**src/rtl/fetch_pkg.sv**
```systemverilog
// Shared definitions for the instruction fetch stage: default widths,
// the halt encoding and the fetch FSM state type.
package fetch_pkg;

  localparam int PC_W_DEF    = 32;
  localparam int INSTR_W_DEF = 32;

  // Instruction encoding that stops fetch once it has been delivered.
  localparam logic [31:0] HALT_WORD_DEF = 32'hD440_0000;

  typedef enum logic [1:0] {
    BOOT   = 2'd0,
    RUN    = 2'd1,
    HALTED = 2'd2
  } fetch_state_t;

endpackage

```
**src/rtl/instr_fetch_unit.sv**
```systemverilog
// Instruction fetch stage: owns the fetch PC, addresses the ROM, and registers
// the returned word together with its address as the pipeline register that
// feeds the core. Handles stall, branch redirect (one-bubble squash) and halt.
module instr_fetch_unit
  import fetch_pkg::*;
#(
  parameter int                 PC_W      = PC_W_DEF,
  parameter int                 INSTR_W   = INSTR_W_DEF,
  parameter logic [PC_W-1:0]    RESET_PC  = '0,
  parameter logic [INSTR_W-1:0] HALT_WORD = INSTR_W'(HALT_WORD_DEF)
) (
  input  logic               clock,
  input  logic               reset,
  input  logic               stall,
  input  logic               branch_taken,
  input  logic [PC_W-1:0]    branch_target,
  output logic [PC_W-1:0]    rom_addr,
  input  logic [INSTR_W-1:0] rom_data,
  output logic [INSTR_W-1:0] instruction,
  output logic [PC_W-1:0]    program_counter,
  output logic               instr_valid,
  output logic               halted,
  output logic [31:0]        fetch_count
);

  fetch_state_t        state;
  logic [PC_W-1:0]     fetch_pc;
  logic [PC_W-1:0]     fetch_pc_inc;
  logic                rom_is_halt;
  logic                consume;

  // The ROM sees the fetch PC directly so a new address is read the same cycle.
  assign rom_addr = fetch_pc;

  // Next sequential address wraps naturally at 2^PC_W.
  assign fetch_pc_inc = fetch_pc + PC_W'(1);

  // Halt detection on the word currently being returned by the ROM.
  assign rom_is_halt = (rom_data == HALT_WORD);

  // The core takes the presented instruction on any edge where it is live and
  // neither held by a stall nor squashed by a redirect.
  assign consume = instr_valid && !stall && !branch_taken;

  // Fetch FSM together with the PC, pipeline register and delivered counter.
  always_ff @(posedge clock or negedge reset) begin
    if (!reset) begin
      state           <= BOOT;
      fetch_pc        <= RESET_PC;
      instruction     <= '0;
      program_counter <= '0;
      instr_valid     <= 1'b0;
      halted          <= 1'b0;
      fetch_count     <= '0;
    end else begin
      if (consume) begin
        fetch_count <= fetch_count + 32'd1;
      end

      unique case (state)
        BOOT: begin
          instruction     <= rom_data;
          program_counter <= fetch_pc;
          instr_valid     <= 1'b1;
          fetch_pc        <= fetch_pc_inc;
          state           <= rom_is_halt ? HALTED : RUN;
        end

        RUN: begin
          if (branch_taken) begin
            fetch_pc    <= branch_target;
            instr_valid <= 1'b0;
          end else if (!stall) begin
            instruction     <= rom_data;
            program_counter <= fetch_pc;
            instr_valid     <= 1'b1;
            fetch_pc        <= fetch_pc_inc;
            if (rom_is_halt) begin
              state <= HALTED;
            end
          end
        end

        HALTED: begin
          if (instr_valid && !stall) begin
            instr_valid <= 1'b0;
            halted      <= 1'b1;
          end
        end

        default: begin
          state       <= BOOT;
          fetch_pc    <= RESET_PC;
          instr_valid <= 1'b0;
        end
      endcase
    end
  end

endmodule
```
**config.mk**
```make
export PLATFORM = sky130hd
export DESIGN_NAME = instr_fetch_unit
export DESIGN_NICKNAME = d
export VERILOG_FILES = /design/src/rtl/fetch_pkg.sv /design/src/rtl/instr_fetch_unit.sv
export SDC_FILE = /design/constraint.sdc
export NUM_CORES = 1
export LEC_CHECK = 0
export CAP_MARGIN = 20
export CORE_ASPECT_RATIO = 0.75
export CORE_MARGIN = 2
export CORE_UTILIZATION = 47
export CTS_BUF_LIST = sky130_fd_sc_hd__clkbuf_16
export DETAILED_ROUTE_END_ITERATION = 10
export PLACE_DENSITY = 0.8
export SLEW_MARGIN = 10
export SYNTH_ARGS = -nofsm -noshare
export SYNTH_HDL_FRONTEND = slang
export SYNTH_SLANG_ARGS = --single-unit
export TNS_END_PERCENT = 100
```
**constraint.sdc**
```tcl
create_clock -name clock -period 2.4 [get_ports clock]
set_input_delay 0.24 -clock clock [delete_from_list [all_inputs] [get_ports clock]]
set_output_delay 0.24 -clock clock [all_outputs]
set_load 0.02 [all_outputs]
```
### Word level (Yosys, flattened, before mapping)

Index checks and enable logic that the tools add are counted.

* input bits: 68
* output and inout port bits: 130
* flip-flop bits (word level): 132

* multiplexer cells: 18
* equal/unequal tests: 8
* add/sub/neg operators: 2
* reduce and logical (&&, ||, !) cells: 11
* bitwise operators: 1

Operators with widths (number)
* $mux 32: 6
* $pmux 32 s2: 2
* $pmux 32 s3: 1
* $add 32x1->32 const B: 2
* $eq 32x32->1 const B: 1
* $mux 2: 4
* $ne 2x2->1 const B: 4
* $pmux 2 s3: 1
* $reduce_and 2->1: 3
* $reduce_and 4->1: 1
* $mux 1: 3
* $ne 3x3->1 const B: 1
* $pmux 1 s3: 1
* $reduce_and 3->1: 1
* $eq 2x1->1 const B: 1
* $eq 2x2->1 const B: 1
* $logic_and 1x1->1: 2
* $logic_not 1->1: 2
* $logic_not 2->1: 1
* $reduce_bool 2->1: 1
* $not 1->1: 1

### Depth between registers and ports, before layout

Gate-level depths: netlist (run 1).

* depth after elaboration: 5
* gate-level depth with buffers: 8
* gate-level depth less buffers: 6

### Worst setup path after synthesis (run 1)

OpenSTA, ideal clock, no wires.

* path type: register to register
* start: register fetch_pc[0], in the netlist rom_addr[0]
* end: register fetch_pc[28], in the netlist rom_addr[28]
* data required time: 2.269 ns
* cell stages (with the launch flop): 7
* path slack: 0.214 ns
* arrival time: 2.055 ns
* cell sequence: dfrtp_1 -> ha_1 -> nand4_4 -> nor4_4 -> nand4_1 -> and3b_1 -> or3_1

* longest elaborated chain between the ends: 4

Ends and longest elaborated chain
* from (decl): RTL line instr_fetch_unit.sv:27 `logic [PC_W-1:0] fetch_pc;`
* from (signal assigned): RTL line instr_fetch_unit.sv:65 `fetch_pc <= fetch_pc_inc;`
* from (signal assigned): RTL line instr_fetch_unit.sv:71 `fetch_pc <= branch_target;`
* from (signal assigned): RTL line instr_fetch_unit.sv:77 `fetch_pc <= fetch_pc_inc;`
* $add 32x1->32 (*): RTL line instr_fetch_unit.sv:36 `assign fetch_pc_inc = fetch_pc + PC_W'(1);`
* $mux 32: RTL line instr_fetch_unit.sv:73 `end else if (!stall) begin`
* $mux 32: RTL line instr_fetch_unit.sv:70 `if (branch_taken) begin`
* $pmux 32 s3 (*): RTL line instr_fetch_unit.sv:60 `unique case (state)`

Mark *: on every way between the ends. The rest lies on a longest branch, timed or not. The select of a mux whose other input is x is not followed.
A chain may end at the register's enable or synchronous reset.

### Final worst setup path (run 1)

* start: register fetch_pc[0], in the netlist rom_addr[0]
* end: register fetch_pc[20], in the netlist rom_addr[20]

The elaborated chain is that of the path after synthesis.

==> reports/metrics.yaml, run 1 <==
status:
  status: "finished clean"
die:
  rows: 36
  start_util_pct: 48.8
  die_area_um2: 14600
  die_width_um: 139
  ios: 198
  fp.dieH_um: 105
  coreArea_um2: 13200
grt:
  grt_util_all_layers_pct: 27.2
  first_global_vias: 6060
  antenna_found_initial: 0
  gr-total-overflow: 0
  grt_max_degree: 57
  grt_pass1_wl_mm: 31.7
timing:
  finalSetupTns_ns: 0
  fin_crit_sh_pct: 89.2
  hold_viol: 0
  slew_headroom_pct: 62.1
  max_freq_mhz: 467
  finalSetupViolCount: 0
  rsz0062_at_grt: "false"
  fin_skew_ns: 0.00641
  drv_slew: 0
  tightest_slew_ns: 0.567
  finalCriticalPeriod_ns: 2.14
setup_path:
  cpPeakStageDelay_ns: 0.39
  crit_family: "simple AND/OR/NAND/NOR gates"
  worstRegToRegCells: 7
  cp.arrival_ns: 2.44
  worst_setup_path_end_kind: "register"
  critPathKind: "reg2reg"
  cp.required_ns: 2.70
  path_depth: 7
  startpoint_type: "register"
  crit_chain: "ha_1, nand4_4, nor4_4, buf_4, nand3_1, mux2i_1, a222oi_1"
  slowest_stage: "nor4_4"
  crit_buf_inv: 1
  cp_max_fo: 7
clock_network:
  clock_path_buffers: 2
  htree_levels: 4
  cts_buffers: 17
  clkTransAtPathRegs_ns: 0.06
  cts_root_buf: "clkbuf_16"
  clkLatencyLatePin_ns: 0.41
  postCtsSetupBuffers: 0
  cts.sinks: 132
  cts_tree: "done"
synth:
  synth_top_cell_area_share_pct: 51.5
  synth_seq_cells: 132
  synth_area_um2: 6410
  netlist_top_cells_area: "dfrtp_1 (52%), nand2_1 (13%), o21ai_0 (3.0%), xnor2_1 (2.7%), nand3_1 (2.4%)"
  yosysWarnings: 0
  synth_nets: 788
  synth_edf_count: 0
  syn_area_per_cell_um2: 8.93
  ys_seq_area_share_pct: 51.5
  synth_cell_types: 60
  async_reset_ff_share_pct: 100
  synth_top_cell_by_area: "dfrtp_1"
  synthesis.instances: 718
  synth_flop_cell: "dfrtp_1"
hold_path:
  hold_path.class: "in2async"
power_and_ir_drop:
  p_leak_uw: 0.00423
  power_density_nw_per_um2: 725
  vdd_ir_drop_max_uv: 711
  total_power_uw: 6770
layout:
  final_nets: 1007
  final_layout_size_suffix_gt1_share_pct: 9.06
  layout-area-overhead-vs-synth_pct: 45.6
  n_antenna_cell: 0
routing:
  wl_per_cell_um: 17.6
  first_iter_violations: 473
  drc_errors: 0
  finalWirelength_mm: 19.7
  vias_per_cell: 5.59
  ant_nets: 0
  dr.pass1.iters: 8
  vias: 6264
flow_run:
  maxCapViolCount: 0
placed_design:
  port_buffers: 197
  gp_congestion: 0.874
  dp_hpwl_mm: 14.1
## metal layers
| layer | vias up | part of all wire (%) | wire (µm) | track usage (%) |
|---|---|---|---|---|
| met5 | - | 0 | 0 | 0 |
| met4 | 0 | 1.3 | 259 | 7.14 |
| met3 | 25 | 9.6 | 1880 | 7.33 |
| met2 | 347 | 44 | 8660 | 41.3 |
| met1 | 2961 | 45 | 8900 | 38.7 |
| li1 | 2931 | - | - | - |
## metrics by stage
| stage | setup slack, ns | std cells | utilization, % | cell area [µm²] | hold WS, ns |
|---|---|---|---|---|---|
| floorplan | 0.214 | 718 | - | 6410 | -0.0556 |
| CTS | 0.292 | 1120 | 71.0 | 9330 | 0.353 |
| finish | 0.258 | 1120 | 71.0 | 9330 | 0.341 |
| global route | 0.130 | 1120 | 71.0 | 9330 | 0.373 |
| detailed placement | 0.0478 | 1088 | 66.8 | 8780 | 0.215 |
| global placement | 0.111 | 1088 | 66.8 | 8780 | 0.211 |
## cell usage after synthesis (11+ instances only)
library cell / number
nand2_1: 224
dfrtp_1: 132
o21ai_0: 39
nor2_1: 34
clkbuf_1: 32
nand3_1: 31
a21oi_1: 20
xnor2_1: 20
nand4_1: 17
and3_1: 16
nor4_1: 12
xor2_1: 12
nor3_1: 11
## power by group
group | internal (µW) | leakage [µW] | switching (µW)
clock | 1410 | 0.000267 | 994
sequential | 2480 | 0.00167 | 258
combinational | 762 | 0.00229 | 860
total | 4650 | 0.00423 | 2110
## registers in the layout, indices dropped and copies added, names as in the netlist
name and cells:
fetch_count 32, halted 1, instr_valid 1, instruction 32, program_counter 32, rom_addr 32, state 2
## layout make-up
cell class,instances,area [µm²]
inverter,7,26.3
fill,1007,3820
clock buffer,17,425
multi-input combinational,541,2940
sequential,132,3300
clock inverter,14,116
timing repair buffer,238,2310
tap,171,214
## what timing repair did
action,CTS,global route
hold buffers,1,0
hold endpoints to repair,47,0
gates resized for setup,0,0
## cell families (layout without fill, tap and decap cells)
logic type / after synthesis / after routing / share of synthesized area [%]
AOI/OAI and AO/OA: 107 / 107 / 10.6
xor gates and xnor gates: 32 / 32 / 4.37
adders and majority gates: 2 / 2 / 0.390
buffers and inverters: 45 / 276 / 2.79
DFF: 132 / 132 / 51.5
muxes: 7 / 7 / 1.13
and+or+nand+nor: 393 / 393 / 29.2
## final timing paths
check | start | endpoint | slack, ns
hold / removal | reset | fetch_count[23]$_DFFE_PN0P_ | 0.34
min in group clock | rom_data[30] | instruction[30]$_DFFE_PN0P_ | 0.38
max in group asynchronous | reset | instruction[5]$_DFFE_PN0P_ | 1.33
setup reg to reg | rom_addr[0]$_DFFE_PN0P_ | rom_addr[20]$_DFFE_PN0P_ | 0.26
setup / recovery | rom_addr[0]$_DFFE_PN0P_ | rom_addr[20]$_DFFE_PN0P_ | 0.26
hold reg to reg | instruction[4]$_DFFE_PN0P_ | instruction[4]$_DFFE_PN0P_ | 0.47
## layout by cell type, fill, tap and decap left out, types with 4 or more instances in the layout
cell             synthesis  routed
a21oi_1                 20      20
nor4_1                  12      12
o22ai_1                  4       4
dfrtp_1                132     132
and2_1                   4       4
and3_1                  16      16
o2bb2ai_1                4       4
nor3_1                  11      11
nand4_1                 17      17
clkdlybuf4s50_1          0     196
nand2b_1                 8       7
nand3_1                 31      31
inv_1                    7       8
nor2_1                  34      34
nor4b_1                  4       4
xor2_1                  12      12
o211ai_1                 5       5
o21ai_0                 39      39
clkinv_4                 0       4
buf_4                    1      38
a31oi_1                  8       8
or3_1                    7       7
mux2i_1                  5       5
xnor2_1                 20      20
clkinv_2                 0       4
nand2_1                224     224
clkbuf_16                0      17
a22oi_1                  8       8
Note: power is estimated with default switching activity, not from simulation.
==> inputs of run 2 (changes only) <==
--- a/config.mk
+++ b/config.mk
@@ -8,10 +8,10 @@
 export CAP_MARGIN = 20
 export CORE_ASPECT_RATIO = 0.75
 export CORE_MARGIN = 2
-export CORE_UTILIZATION = 47
-export CTS_BUF_LIST = sky130_fd_sc_hd__clkbuf_16
+export CORE_UTILIZATION = 49
+export CTS_BUF_LIST = sky130_fd_sc_hd__clkbuf_2
 export DETAILED_ROUTE_END_ITERATION = 10
-export PLACE_DENSITY = 0.8
+export PLACE_DENSITY = 0.83
 export SLEW_MARGIN = 10
 export SYNTH_ARGS = -nofsm -noshare
 export SYNTH_HDL_FRONTEND = slang
==> reports/metrics.yaml, run 2 (synthesis results as in run 1) <==
routing:
  dr.pass1.iters: 5  # -3
  wl_met2_mm: 8.52  # -1.6%
  met1_length_mm: 8.15  # -8.4%
  finalWirelength_mm: 18.6  # -5.4%
  wl_per_cell_um: 16.6  # -5.8%
  ant_nets: 0  # unchanged
  maxUsedRoutingLayer: "met4"
  first_iter_violations: 420  # -11%
  vias: 6202  # -0.99%
  wl_met3_mm: 1.74  # -7.9%
  drc_errors: 0  # unchanged
  vias_per_cell: 5.51  # -1.4%
power_and_ir_drop:
  swShare_pct: 32.8  # +1.6 points
  p_int_uw: 4050  # -13%
  p_leak_uw: 0.00416  # -1.5%
  seqPwrFrac_pct: 45.1  # +4.6 points
  power_density_nw_per_um2: 658  # -9.2%
  pwr-share-clk_pct: 27.9  # -7.6 points
  combPwrFrac_pct: 27.0  # +3.0 points
  vdd_ir_drop_max_uv: 428  # -40%
  p_sw_uw: 1980  # -6.5%
placed_design:
  port_buffers: 197  # unchanged
  dp_hpwl_mm: 13.6  # -3.7%
  gp_congestion: 0.906  # +3.6%
  place_ws_ns: 0.116  # +0.0681 ns
clock_network:
  htree_levels: 4  # unchanged
  clock_path_buffers: 2  # unchanged
  cts_tree: "done"
  cts.sinks: 132  # unchanged
  clkLatencyLatePin_ns: 0.67  # +0.26 ns
  cts_buffers: 17  # unchanged
  cts_root_buf: "clkbuf_2"
  postCtsSetupBuffers: 0  # unchanged
  clkTransAtPathRegs_ns: 0.22  # +0.16 ns
timing:
  slew_headroom_pct: 49.6  # -12 points
  finalCriticalPeriod_ns: 2.16  # +0.0156 ns
  rsz0062_at_grt: "false"
  fin_skew_ns: 0.0311  # +0.0247 ns
  hold_viol: 0  # unchanged
  fin_crit_sh_pct: 89.9  # +0.65 points
  drv_slew: 0  # unchanged
  tightest_slew_ns: 0.755  # +0.188 ns
  max_freq_mhz: 464  # -0.72%
  fin_ws_ns: 0.243  # -0.0156 ns
  finalSetupTns_ns: 0  # unchanged
  finalSetupViolCount: 0  # unchanged
setup_path:
  startpoint_type: "register"
  critPathKind: "reg2out"
  worst_setup_path_end_kind: "output pin"
  cp_max_fo: 5  # -2
  cp.required_ns: 2.16  # -0.54 ns
  cp.arrival_ns: 1.92  # -0.52 ns
die:
  start_util_pct: 49.8  # +1.0 points
  die_width_um: 136  # -2.0%
  rows: 36  # unchanged
  fp.dieH_um: 103  # -2.0%
  ios: 198  # unchanged
  coreArea_um2: 12900  # -2.1%
  die_area_um2: 14000  # -3.9%
grt:
  antenna_found_initial: 1  # +1
  grt_pass1_wl_mm: 29.8  # -6.0%
  gr-total-overflow: 0  # unchanged
  grt_max_degree: 84  # +47%
  first_global_vias: 5870  # -3.1%
  grt_util_all_layers_pct: 27.0  # -0.15 points
layout:
  final_common_cell: "nand2_1"
  seq_area_um2: 3300  # unchanged
  fillCellCount: 995  # -1.2%
  fin_util_pct: 71.1  # +0.13 points
  final_layout_size_suffix_gt1_share_pct: 9.65  # +0.59 points
  multi_input_area_um2: 2940  # unchanged
  final_nets: 1011  # +0.40%
  mostFrequentLayoutCells: "nand2_1 (224), clkdlybuf4s50_1 (196), dfrtp_1 (132)"
  layout-area-overhead-vs-synth_pct: 42.8
flow_run:
  maxCapViolCount: 0  # unchanged
hold_path:
  hold_path.class: "in2reg"
status:
  status: "finished clean"
run 2: changes by cell type in the layout (fill, tap and decap cells not counted), moves of 2 or more:
| cell | previous run | this run |
|---|---|---|
| clkbuf_16 | 17 | 0 |
| clkbuf_2 | 0 | 17 |
| bufinv_16 | 1 | 5 |
| clkinv_2 | 4 | 1 |
| inv_6 | 1 | 4 |
| buf_12 | 2 | 4 |
| buf_4 | 38 | 40 |
run 2: final timing paths:
kind / from / to / slack (ns) / depth (start not counted)
setup / recovery: rom_addr[2]$_DFFE_PN0P_ / rom_addr[2] / 0.24 / 2
min in group asynchronous: reset / fetch_count[17]$_DFFE_PN0P_ / 0.12 / 2
max in group asynchronous: reset / rom_addr[21]$_DFFE_PN0P_ / 1.49 / 3
hold reg to reg: fetch_count[31]$_DFFE_PN0P_ / fetch_count[31]$_DFFE_PN0P_ / 0.48 / 1
hold / removal: rom_data[13] / instruction[13]$_DFFE_PN0P_ / 0.09 / 3
setup reg to reg: rom_addr[0]$_DFFE_PN0P_ / rom_addr[28]$_DFFE_PN0P_ / 0.32 / 6
run 2: timing repair:
action,4_1_cts,5_1_grt
gates resized for setup,0,0
hold endpoints to repair,81,0
hold buffers,1,0
run 2: layout make-up:
type	count	share of cell area, %
clock inverters	14	2.45
inverters	7	0.287
diodes	1	0.0273
repair buffers	242	25.8
multi-input cells	541	32.1
well taps	171	2.34
clock buffers	17	0.929
flip-flops and latches	132	36.1
run 2: worst max-delay path, stage by stage, from the launching register on:
cell,delay (ns)
dfrtp_1,0.48
buf_4,0.17
clkdlybuf4s50_1,0.61
run 2: routing by layer:
layer / track usage (%) / vias to the layer above
met5: 0 / -
met1: 37.6 / 2931
li1: - / 2942
met4: 6.25 / 0
met2: 43.8 / 302
met3: 5.95 / 27
run 2: power groups by stage:
| stage | logic (µW) | clock network, µW | registers, µW |
|---|---|---|---|
| after floorplan | 404 | 0 | 3050 |
| after global placement | 1610 | 0 | 2750 |
| after detailed placement | 1630 | 0 | 2750 |
| after CTS | 1640 | 1720 | 2710 |
| after global routing | 1760 | 1820 | 2750 |
| final | 1630 | 1680 | 2720 |
run 2: through the flow:
step	instance area [µm²]	total power, µW	std cells	hold WS (ns)
after floorplan	6410	3460	718	-0.0556
after global placement	8840	4350	1092	0.343
after detailed placement	8840	4380	1092	0.335
after CTS	9160	6070	1124	0.0322
after global routing	9160	6330	1125	0.0201
final	9160	6030	1125	0.0867
